### src/rtl/cfu_command_initiator.sv
`default_nettype none
// ============================================================================
// Module   : cfu_command_initiator
// Brief    : Host-side master for the CFU register-command interface. Turns
//            each accepted host command into a one-cycle write/read strobe,
//            waits for the matching registered read response (bounded by
//            TIMEOUT cycles) and hands the completion back to the host.
// Revision : 1.0 - initial release
// ============================================================================
module cfu_command_initiator #(
    parameter int unsigned TIMEOUT = 64
) (
    input  logic        i_clk,
    input  logic        i_rst,
    // host command channel
    input  logic        i_cmd_valid,
    output logic        o_cmd_ready,
    input  logic        i_cmd_rd,
    input  logic [18:0] iv_cmd_addr,
    input  logic        i_cmd_addr_fixed,
    input  logic [31:0] iv_cmd_wdata,
    // slave strobe channel
    output logic        o_wr,
    output logic        o_rd,
    output logic [18:0] ov_addr,
    output logic        o_addr_fixed,
    output logic [31:0] ov_wdata,
    // slave response channel
    input  logic        i_rsp_wr,
    input  logic [18:0] iv_rsp_addr,
    input  logic        i_rsp_addr_fixed,
    input  logic [31:0] iv_rsp_rdata,
    // host completion channel
    output logic        o_rsp_valid,
    input  logic        i_rsp_ready,
    output logic [31:0] ov_rsp_rdata,
    output logic        o_rsp_timeout,
    // statistics
    output logic [15:0] ov_timeout_cnt,
    output logic [15:0] ov_drop_cnt
);

    localparam int unsigned C_TW = $clog2(TIMEOUT);
    localparam logic [C_TW-1:0] C_TIMER_LAST = C_TW'(TIMEOUT - 1);
    localparam logic [15:0] C_CNT_MAX = 16'hFFFF;

    localparam logic [1:0] S_IDLE  = 2'd0;
    localparam logic [1:0] S_ISSUE = 2'd1;
    localparam logic [1:0] S_WAIT  = 2'd2;
    localparam logic [1:0] S_RESP  = 2'd3;

    // control and datapath state
    logic [1:0]      state_q,       state_d;
    logic [C_TW-1:0] timer_q,       timer_d;
    logic            cmd_rd_q,      cmd_rd_d;
    logic [18:0]     cmd_addr_q,    cmd_addr_d;
    logic            cmd_fixed_q,   cmd_fixed_d;
    logic [31:0]     cmd_wdata_q,   cmd_wdata_d;
    logic [31:0]     rsp_rdata_q,   rsp_rdata_d;
    logic            rsp_tout_q,    rsp_tout_d;
    logic [15:0]     timeout_cnt_q, timeout_cnt_d;
    logic [15:0]     drop_cnt_q,    drop_cnt_d;

    // registered outputs, derived from the next state so they line up with it
    logic            cmd_ready_q,   cmd_ready_d;
    logic            wr_q,          wr_d;
    logic            rd_q,          rd_d;
    logic [18:0]     addr_q,        addr_d;
    logic            addr_fixed_q,  addr_fixed_d;
    logic [31:0]     wdata_q,       wdata_d;
    logic            rsp_valid_q,   rsp_valid_d;

    logic            w_match;

    assign w_match = i_rsp_wr &&
                     ({iv_rsp_addr, i_rsp_addr_fixed} == {cmd_addr_q, cmd_fixed_q});

    // next-state, command latch, completion capture and statistics counters
    always_comb begin
        state_d       = state_q;
        timer_d       = timer_q;
        cmd_rd_d      = cmd_rd_q;
        cmd_addr_d    = cmd_addr_q;
        cmd_fixed_d   = cmd_fixed_q;
        cmd_wdata_d   = cmd_wdata_q;
        rsp_rdata_d   = rsp_rdata_q;
        rsp_tout_d    = rsp_tout_q;
        timeout_cnt_d = timeout_cnt_q;
        drop_cnt_d    = drop_cnt_q;

        case (state_q)
            S_IDLE: begin
                // cmd_ready_q, not the state, gates the handshake: it is still
                // low in the first cycle after reset
                if (i_cmd_valid && cmd_ready_q) begin
                    cmd_rd_d    = i_cmd_rd;
                    cmd_addr_d  = iv_cmd_addr;
                    cmd_fixed_d = i_cmd_addr_fixed;
                    cmd_wdata_d = iv_cmd_wdata;
                    state_d     = S_ISSUE;
                end
            end
            S_ISSUE: begin
                timer_d = '0;
                state_d = cmd_rd_q ? S_WAIT : S_IDLE;
            end
            S_WAIT: begin
                timer_d = timer_q + C_TW'(1);
                if (w_match) begin
                    // a match on the final timer cycle beats the timeout
                    rsp_rdata_d = iv_rsp_rdata;
                    rsp_tout_d  = 1'b0;
                    state_d     = S_RESP;
                end else begin
                    if (i_rsp_wr && (drop_cnt_q != C_CNT_MAX)) begin
                        drop_cnt_d = drop_cnt_q + 16'd1;
                    end
                    if (timer_q == C_TIMER_LAST) begin
                        rsp_rdata_d = '0;
                        rsp_tout_d  = 1'b1;
                        if (timeout_cnt_q != C_CNT_MAX) begin
                            timeout_cnt_d = timeout_cnt_q + 16'd1;
                        end
                        state_d = S_RESP;
                    end
                end
            end
            S_RESP: begin
                if (i_rsp_ready) begin
                    state_d = S_IDLE;
                end
            end
            default: state_d = S_IDLE;
        endcase
    end

    // output decode; slave-side fields are zero whenever no strobe is issued
    always_comb begin
        cmd_ready_d  = (state_d == S_IDLE);
        wr_d         = (state_d == S_ISSUE) && !cmd_rd_d;
        rd_d         = (state_d == S_ISSUE) &&  cmd_rd_d;
        addr_d       = (state_d == S_ISSUE) ? cmd_addr_d  : 19'd0;
        addr_fixed_d = (state_d == S_ISSUE) ? cmd_fixed_d : 1'b0;
        wdata_d      = (state_d == S_ISSUE) ? cmd_wdata_d : 32'd0;
        rsp_valid_d  = (state_d == S_RESP);
    end

    // state registers with synchronous reset to an all-zero idle condition
    always_ff @(posedge i_clk) begin
        if (i_rst) begin
            state_q       <= S_IDLE;
            timer_q       <= '0;
            cmd_rd_q      <= 1'b0;
            cmd_addr_q    <= '0;
            cmd_fixed_q   <= 1'b0;
            cmd_wdata_q   <= '0;
            rsp_rdata_q   <= '0;
            rsp_tout_q    <= 1'b0;
            timeout_cnt_q <= '0;
            drop_cnt_q    <= '0;
            cmd_ready_q   <= 1'b0;
            wr_q          <= 1'b0;
            rd_q          <= 1'b0;
            addr_q        <= '0;
            addr_fixed_q  <= 1'b0;
            wdata_q       <= '0;
            rsp_valid_q   <= 1'b0;
        end else begin
            state_q       <= state_d;
            timer_q       <= timer_d;
            cmd_rd_q      <= cmd_rd_d;
            cmd_addr_q    <= cmd_addr_d;
            cmd_fixed_q   <= cmd_fixed_d;
            cmd_wdata_q   <= cmd_wdata_d;
            rsp_rdata_q   <= rsp_rdata_d;
            rsp_tout_q    <= rsp_tout_d;
            timeout_cnt_q <= timeout_cnt_d;
            drop_cnt_q    <= drop_cnt_d;
            cmd_ready_q   <= cmd_ready_d;
            wr_q          <= wr_d;
            rd_q          <= rd_d;
            addr_q        <= addr_d;
            addr_fixed_q  <= addr_fixed_d;
            wdata_q       <= wdata_d;
            rsp_valid_q   <= rsp_valid_d;
        end
    end

    assign o_cmd_ready    = cmd_ready_q;
    assign o_wr           = wr_q;
    assign o_rd           = rd_q;
    assign ov_addr        = addr_q;
    assign o_addr_fixed   = addr_fixed_q;
    assign ov_wdata       = wdata_q;
    assign o_rsp_valid    = rsp_valid_q;
    assign ov_rsp_rdata   = rsp_rdata_q;
    assign o_rsp_timeout  = rsp_tout_q;
    assign ov_timeout_cnt = timeout_cnt_q;
    assign ov_drop_cnt    = drop_cnt_q;

endmodule
`default_nettype wire

### config.mk
export PLATFORM = sky130hd
export DESIGN_NAME = cfu_command_initiator
export DESIGN_NICKNAME = d
export VERILOG_FILES = /design/src/rtl/cfu_command_initiator.sv
export SDC_FILE = /design/constraint.sdc
export NUM_CORES = 1
export LEC_CHECK = 0
export BUFFER_PORTS_ARGS = -buffer_cell sky130_fd_sc_hd__buf_2
export CORE_UTILIZATION = 50
export DETAILED_ROUTE_END_ITERATION = 12
export GPL_TIMING_DRIVEN = 0
export PLACE_DENSITY = 0.79
export SYNTH_ARGS = -nofsm -noshare
export SYNTH_HDL_FRONTEND = slang
export SYNTH_SLANG_ARGS = --single-unit
### constraint.sdc
create_clock -name i_clk -period 3.65 [get_ports i_clk]
set_input_delay 1.095 -clock i_clk [delete_from_list [all_inputs] [get_ports i_clk]]
set_output_delay 1.095 -clock i_clk [all_outputs]
set_load 0.03 [all_outputs]
# [Word level (Yosys, flattened, before mapping)]
# Index checks and enable logic that the tools add are counted.
[totals] reg_bits=182 output_inout_bits=121 elab_cells=64
[op_classes] add_sub_neg=3 eq_ne=9 n_mux=19 bitwise=2 reduce_logical=14
[op_table] op="32-bit two-way mux" n=4
[op_table] op="19-bit two-way mux" n=2
[op_table] op="16-bit by 1-bit adder with 16-bit output, second input constant" n=2
[op_table] op="16-bit inequality test, second input constant" n=2
[op_table] op="20-bit == test" n=1
[op_table] op="6-bit one-hot mux with 2 select lines" n=1
[op_table] op="2-bit two-way mux" n=5
[op_table] op="2-bit one-hot mux with 4 select lines" n=1
[op_table] op="6-bit by 1-bit adder with 6-bit output, second input constant" n=1
[op_table] op="2-bit == test, second input constant" n=3
[op_table] op="6-bit == test, second input constant" n=1
[op_table] op="1-bit two-way mux" n=6
[op_table] op="1-bit logical AND" n=5
[op_table] op="2-bit by 1-bit == test with 1-bit output, second input constant" n=2
[op_table] op="2-bit logical NOT" n=2
[op_table] op="4-bit AND reduction" n=1
[op_table] op="2-bit nonzero test" n=2
[op_table] op="3-bit AND reduction" n=1
[op_table] op="1-bit NOT" n=2
[op_table] op="2-bit AND reduction" n=1
[op_table] op="2-bit OR reduction" n=1
[op_table] op="1-bit logical NOT" n=1

# [Logic depth before layout (Yosys ltp)]
[depth] word_depth=7 depth_mapped=9 mapped_depth_nobuf=8

# [Worst setup path after synthesis]
# Ideal clock, no wire load.
[synth_path] kind="input port to flip-flop" start="in iv_rsp_addr[18]" end="reg rsp_rdata_q[10] (netlist: ov_rsp_rdata[10])" arrival_ns=2.769 required_ns=3.518 slack_ns=0.749 stages=8 path_cell_list="xor2_1 nor4_1 nand3_1 or4_1 clkbuf_1 clkbuf_1 nand3_1 a21oi_1"
[synth_via] elab_chain_cells=4 elab_cells_between_ends=5 cone_classes="eq/ne: 1; mux: 1; reduce/logical: 3"
[synth_lines] item="start, declared" line_no="30" source="input logic [18:0] iv_rsp_addr,"
[synth_lines] item="20-bit == test (*)" line_no="76" source="({iv_rsp_addr, i_rsp_addr_fixed} == {cmd_addr_q, cmd_fixed_q});"
[synth_lines] item="1-bit logical AND (*)" line_no="75" source="assign w_match = i_rsp_wr &&"
[synth_lines] item="2-bit nonzero test (no source line)"
[synth_lines] item="2-bit AND reduction (no source line)"
[synth_lines] item="end signal, assigned" line_no="175" source="rsp_rdata_q <= rsp_rdata_d;"
[synth_lines] item="end, declared" line_no="59" source="logic [31:0] rsp_rdata_q, rsp_rdata_d;"
# Mark *: on every way between the ends. The rest lies on a longest branch, timed or not.
# A chain may end at the register's enable or synchronous reset.

# [Final worst setup path]
[layout_path] start="in iv_rsp_addr[18]" end="reg rsp_rdata_q[9] (netlist: ov_rsp_rdata[9])"
# The elaborated chain is that of the path after synthesis.

==> results by stage <==
Routing:
- In the routed design, unresolved DRC markers number 0.
- For this block, the routed nets add up to roughly 18 mm of wire.
- The detailed router finished its first iteration with about 410 violations.
- The detailed-router iteration count before antenna repair is 5.
- The total via count in the routed design is around 6300.
- In this run the remaining antenna-violating nets after routing total 0.
- The per-cell routed wire length is 14.32 um.
- Using the TritonRoute via totals, the vias-per-cell ratio works out to between 5 and 6.

Pwr:
- The portion of total power attributed to the clock network is 42.2%.
- In this run the power density over the cells is 480.6 mW/mm2.
- The switching part of the total is 24.27%.
- The leakage power is 0.003747 uW.
- The share of total power in combinational logic is 8.9%.
- The maximum vdd drop is 344.3 uV.
- Sequential cells burn 49.0% of the power.
- Summed over all nets, the switching power comes to 1028 uW.
- The total power after layout is 4236 uW.
- The internal portion of the total power is roughly 3200 uW.

Floorplan:
- The die extent in x is 119.2 um.
- The placeable core region is 0.01330 mm2.
- The number of core rows is 42.
- Pin placement for this block handled ~230 I/O pins.
- The die outline area is between 0.01 and 0.015 mm2.
- The die span in y is 119.2 um.
- For this configuration, the core starts out at a cell density of 51.63%.

Timing:
- The routed design could run at a clock period as short as 3347 ps.
- The worst path setup slack after routing is 303.4 ps.
- Headroom to the max-slew limit came out at 40.90%.
- The ratio of final minimum period to clock period is 91.69%.
- The measured slew at the worst slew-check pin is 881.3 ps.
- Derived from the worst setup path, the maximum achievable clock frequency is roughly 300 MHz.
- Setup repair after global routing left no endpoint under its margin.
- The number of hold violations in the final report was 0.
- On the final layout, the worst clock skew is around 8 ps.
- The number of max-slew violations in the final report is 0.
- Setup violations remaining at the end of the flow were counted as 0.

Synth:
- The mux share of post-synthesis cell area is 1.914%.
- Counting every net in the synthesized netlist gives 907.
- The register area share after synthesis is between 50% and 60%.
- The complex-gate fraction of the synthesized area is 10.55%.
- Of the total synthesized cell area, the portion taken by XOR and XNOR cells is 3.573%.
- Summing the areas of all fa, ha and maj instances in the mapped netlist gives 1.458% of the synthesized area.
- The fraction of synthesized cell area taken by the top area cell type is between 50% and 60%.
- The biggest area contributor in the post-synthesis netlist is dfxtp_1.
- The warning count from the yosys run is 0.
- The synthesized instance count is 789.
- After synthesis the netlist holds a flip-flop and latch count of 182.
- The synthesized netlist devotes between 20% and 30% of its cell area to simple gates.
- The mean instance size in the synthesized netlist is 8.700 um2.
- The count of different cell masters after synthesis is 39.
- In this run the cell area of the synthesized design comes to 0.006864 mm2.
- After synthesis, the largest family of logic cells by area is simple AND/OR/NAND/NOR gates.
- Sorting the synthesized cells by area gives the leading types as dfxtp_1, nand2_1, a21oi_1, and2_1, nand3_1.

Clock network:
- The clock drives 182 sinks.
- The count of hold-fix buffers inserted at cts is 0.
- The H-tree was split into 4 levels.
- After clock tree synthesis, the clock-pin slew on the worst setup and hold paths is about 70 ps.
- The clock root buffer master is clkbuf_16.
- The longest clock path from root to sink contains 2 buffers.
- The number of buffers created by CTS is 17.
- Once the clock tree was built, the resizer swapped 0 gates to a different size.
- After clock tree synthesis, the setup repair step added 0 buffers.
- TritonCTS built the clock tree.
- For the worst-skew pair, the clock arrives at the later sink with an insertion delay of 420 ps.

Critical path:
- The endpoint kind of the worst setup timing path is a flip-flop.
- For the worst setup path, the data arrival time is 3700 ps.
- The required arrival time at the worst endpoint is 4000 ps.
- The most critical setup path has its endpoint at ov_rsp_rdata[9].
- The reg-to-reg endpoint is ov_rsp_rdata[9].
- The startpoint identified for the worst register-to-register timing path is cmd_addr_q[18].
- The worst setup slack for register-to-register paths is 750 ps.
- The nature of the critical path startpoint is an input pin.
- The type of the setup path with the least slack is in -> reg.
- Counting cells, the worst reg-to-reg path comes to 7.
- The maximum fanout encountered on the critical timing path is 10.
- The source of the critical timing path is iv_rsp_addr[18].

Outcome:
- The flow ran to the end, and the final reports show no timing, DRC or antenna violations.

Global routing:
- Summed over all layers, the global routing overflow is 0.
- Global routing used 24.75% of the available tracks across all layers.
- The first global-routing pass estimated 27.97 mm of wire.
- The number of antenna violations at the first check in global routing is 1.
- Entering global routing, the biggest net connects 17 pins.
- The number of global-route vias before repair is 5887.

Placed design:
- The congestion estimate from routability-driven global placement came to roughly 0.86.
- The count of placed standard cells including taps is 1194.
- Detailed placement finished with a half-perimeter wire length of roughly 13 mm.
- The number of port buffers is 229.
- The pre-CTS setup slack is -142.0 ps.

Run:
- The number of maximum-capacitance violations is 0.

Final layout:
- From synthesis to final layout, the design area changed by 28.40%.
- In the layout the commonest cells are buf_2, dfxtp_1, nand2_1.
- The layout cell share with drive strength beyond 1 is 25.90%.
- The library cell used most frequently in the layout, excluding fill and tap cells, is buf_2.
- The finished layout holds 1227 standard cells, fillers aside.
- The final-stage net count is 1155.

Min path:
- The path class of the tightest hold or removal check is reg -> reg.
- The startpoint identified for the worst hold timing path is cmd_wdata_q[1].
## stage by stage
step / instance area, um2 / utilization, % / hold WS [ps] / TNS, ps
3_3_place_gp: 8230 / 61.90 / 441.5 / -1220
6_report: 8813 / 66.29 / 454.9 / 0
2_1_floorplan: 6864 / - / 433.9 / 0
5_1_grt: 8813 / 66.29 / 468.5 / 0
3_5_place_dp: 8230 / 61.90 / 446.5 / -3246
4_1_cts: 8806 / 66.23 / 455.1 / 0
## area by class of cell
cell class              instances  area [um2]
inverters                       4       15.01
repair buffers                229        1146
clock buffers                  20       446.7
diodes                          1       2.502
fillers                      1162        4482
well taps                     176       220.2
clock inverters                12       128.9
flip-flops and latches        182        3643
plain buffers                  50       188.9
multi-input cells             553        3022
## routing by layer
layer | vias up | track usage (%) | wire length [um]
met2 | 223 | 41.82 | 8255
met5 | - | 0 | 0
met3 | 25 | 7.040 | 1442
met4 | 0 | 9.889 | 372
met1 | 2915 | 29.46 | 7495
li1 | 3166 | - | -
## sequential cells by signal (all words and copies together) (netlist names), 2 cells and up
| signal | flops |
|---|---|
| timer_q | 6 |
| cmd_addr_q | 19 |
| ov_drop_cnt | 16 |
| ov_timeout_cnt | 16 |
| ov_addr | 19 |
| ov_rsp_rdata | 32 |
| cmd_wdata_q | 32 |
| state_q | 2 |
| ov_wdata | 32 |
## worst max-delay path: stages
cell	delay, ps
buf_2	110
xor2_1	170
nor4_1	520
nand3_1	390
nor4_2	700
clkbuf_1	430
nand2_1	140
a21oi_1	150
## synthesized netlist by cell type (all sizes together)
master / instances
dfxtp: 182
nand2: 163
a21oi: 104
and2: 54
clkbuf: 46
nand3: 43
nor2: 28
nand4: 14
xnor2: 14
xor2: 14
nor2b: 12
o21ai: 12
or4: 12
or3: 10
mux2: 9
nor4: 9
o31ai: 9
ha: 8
and3: 7
nor3: 7
buf: 4
inv: 4
o211ai: 4
and4: 3
mux2i: 3
a31oi: 2
and3b: 2
nor3b: 2
a21o: 1
nand2b: 1
nor4b: 1
o21bai: 1
o32a: 1
o41ai: 1
or2: 1
or3b: 1
## power groups by stage
stage                     clock, uW  combinational [uW]  sequential (uW)
after floorplan                   0                 183             2160
after global placement            0                 370             2120
after detailed placement          0                 375             2120
after CTS                      1810                 376             2070
after global routing           1900                 415             2080
final                          1790                 375             2070
## how the worst min path moves through the flow
| stage | end | slack (ps) | cells past startpoint |
|---|---|---|---|
| 2_1_floorplan | cmd_wdata_q[0] | 430 | 2 |
| 3_3_place_gp | cmd_wdata_q[16] | 440 | 2 |
| 3_5_place_dp | cmd_wdata_q[1] | 450 | 2 |
| 4_1_cts | cmd_wdata_q[0] | 460 | 2 |
| 5_1_grt | cmd_wdata_q[0] | 470 | 2 |
| 6_report | cmd_wdata_q[1] | 450 | 2 |
## logic make-up (layout without fill, tap and decap cells)
family,Yosys count,count (layout)
buffers and inverters,54,315
adder cells (fa/ha/maj),8,8
AND/OR/NAND/NOR,370,370
other,0,1
AO/OA/AOI/OAI,135,135
flip-flops,182,182
multiplexers,12,12
XOR/XNOR,28,28
Note: power is estimated with default switching activity, not from simulation.
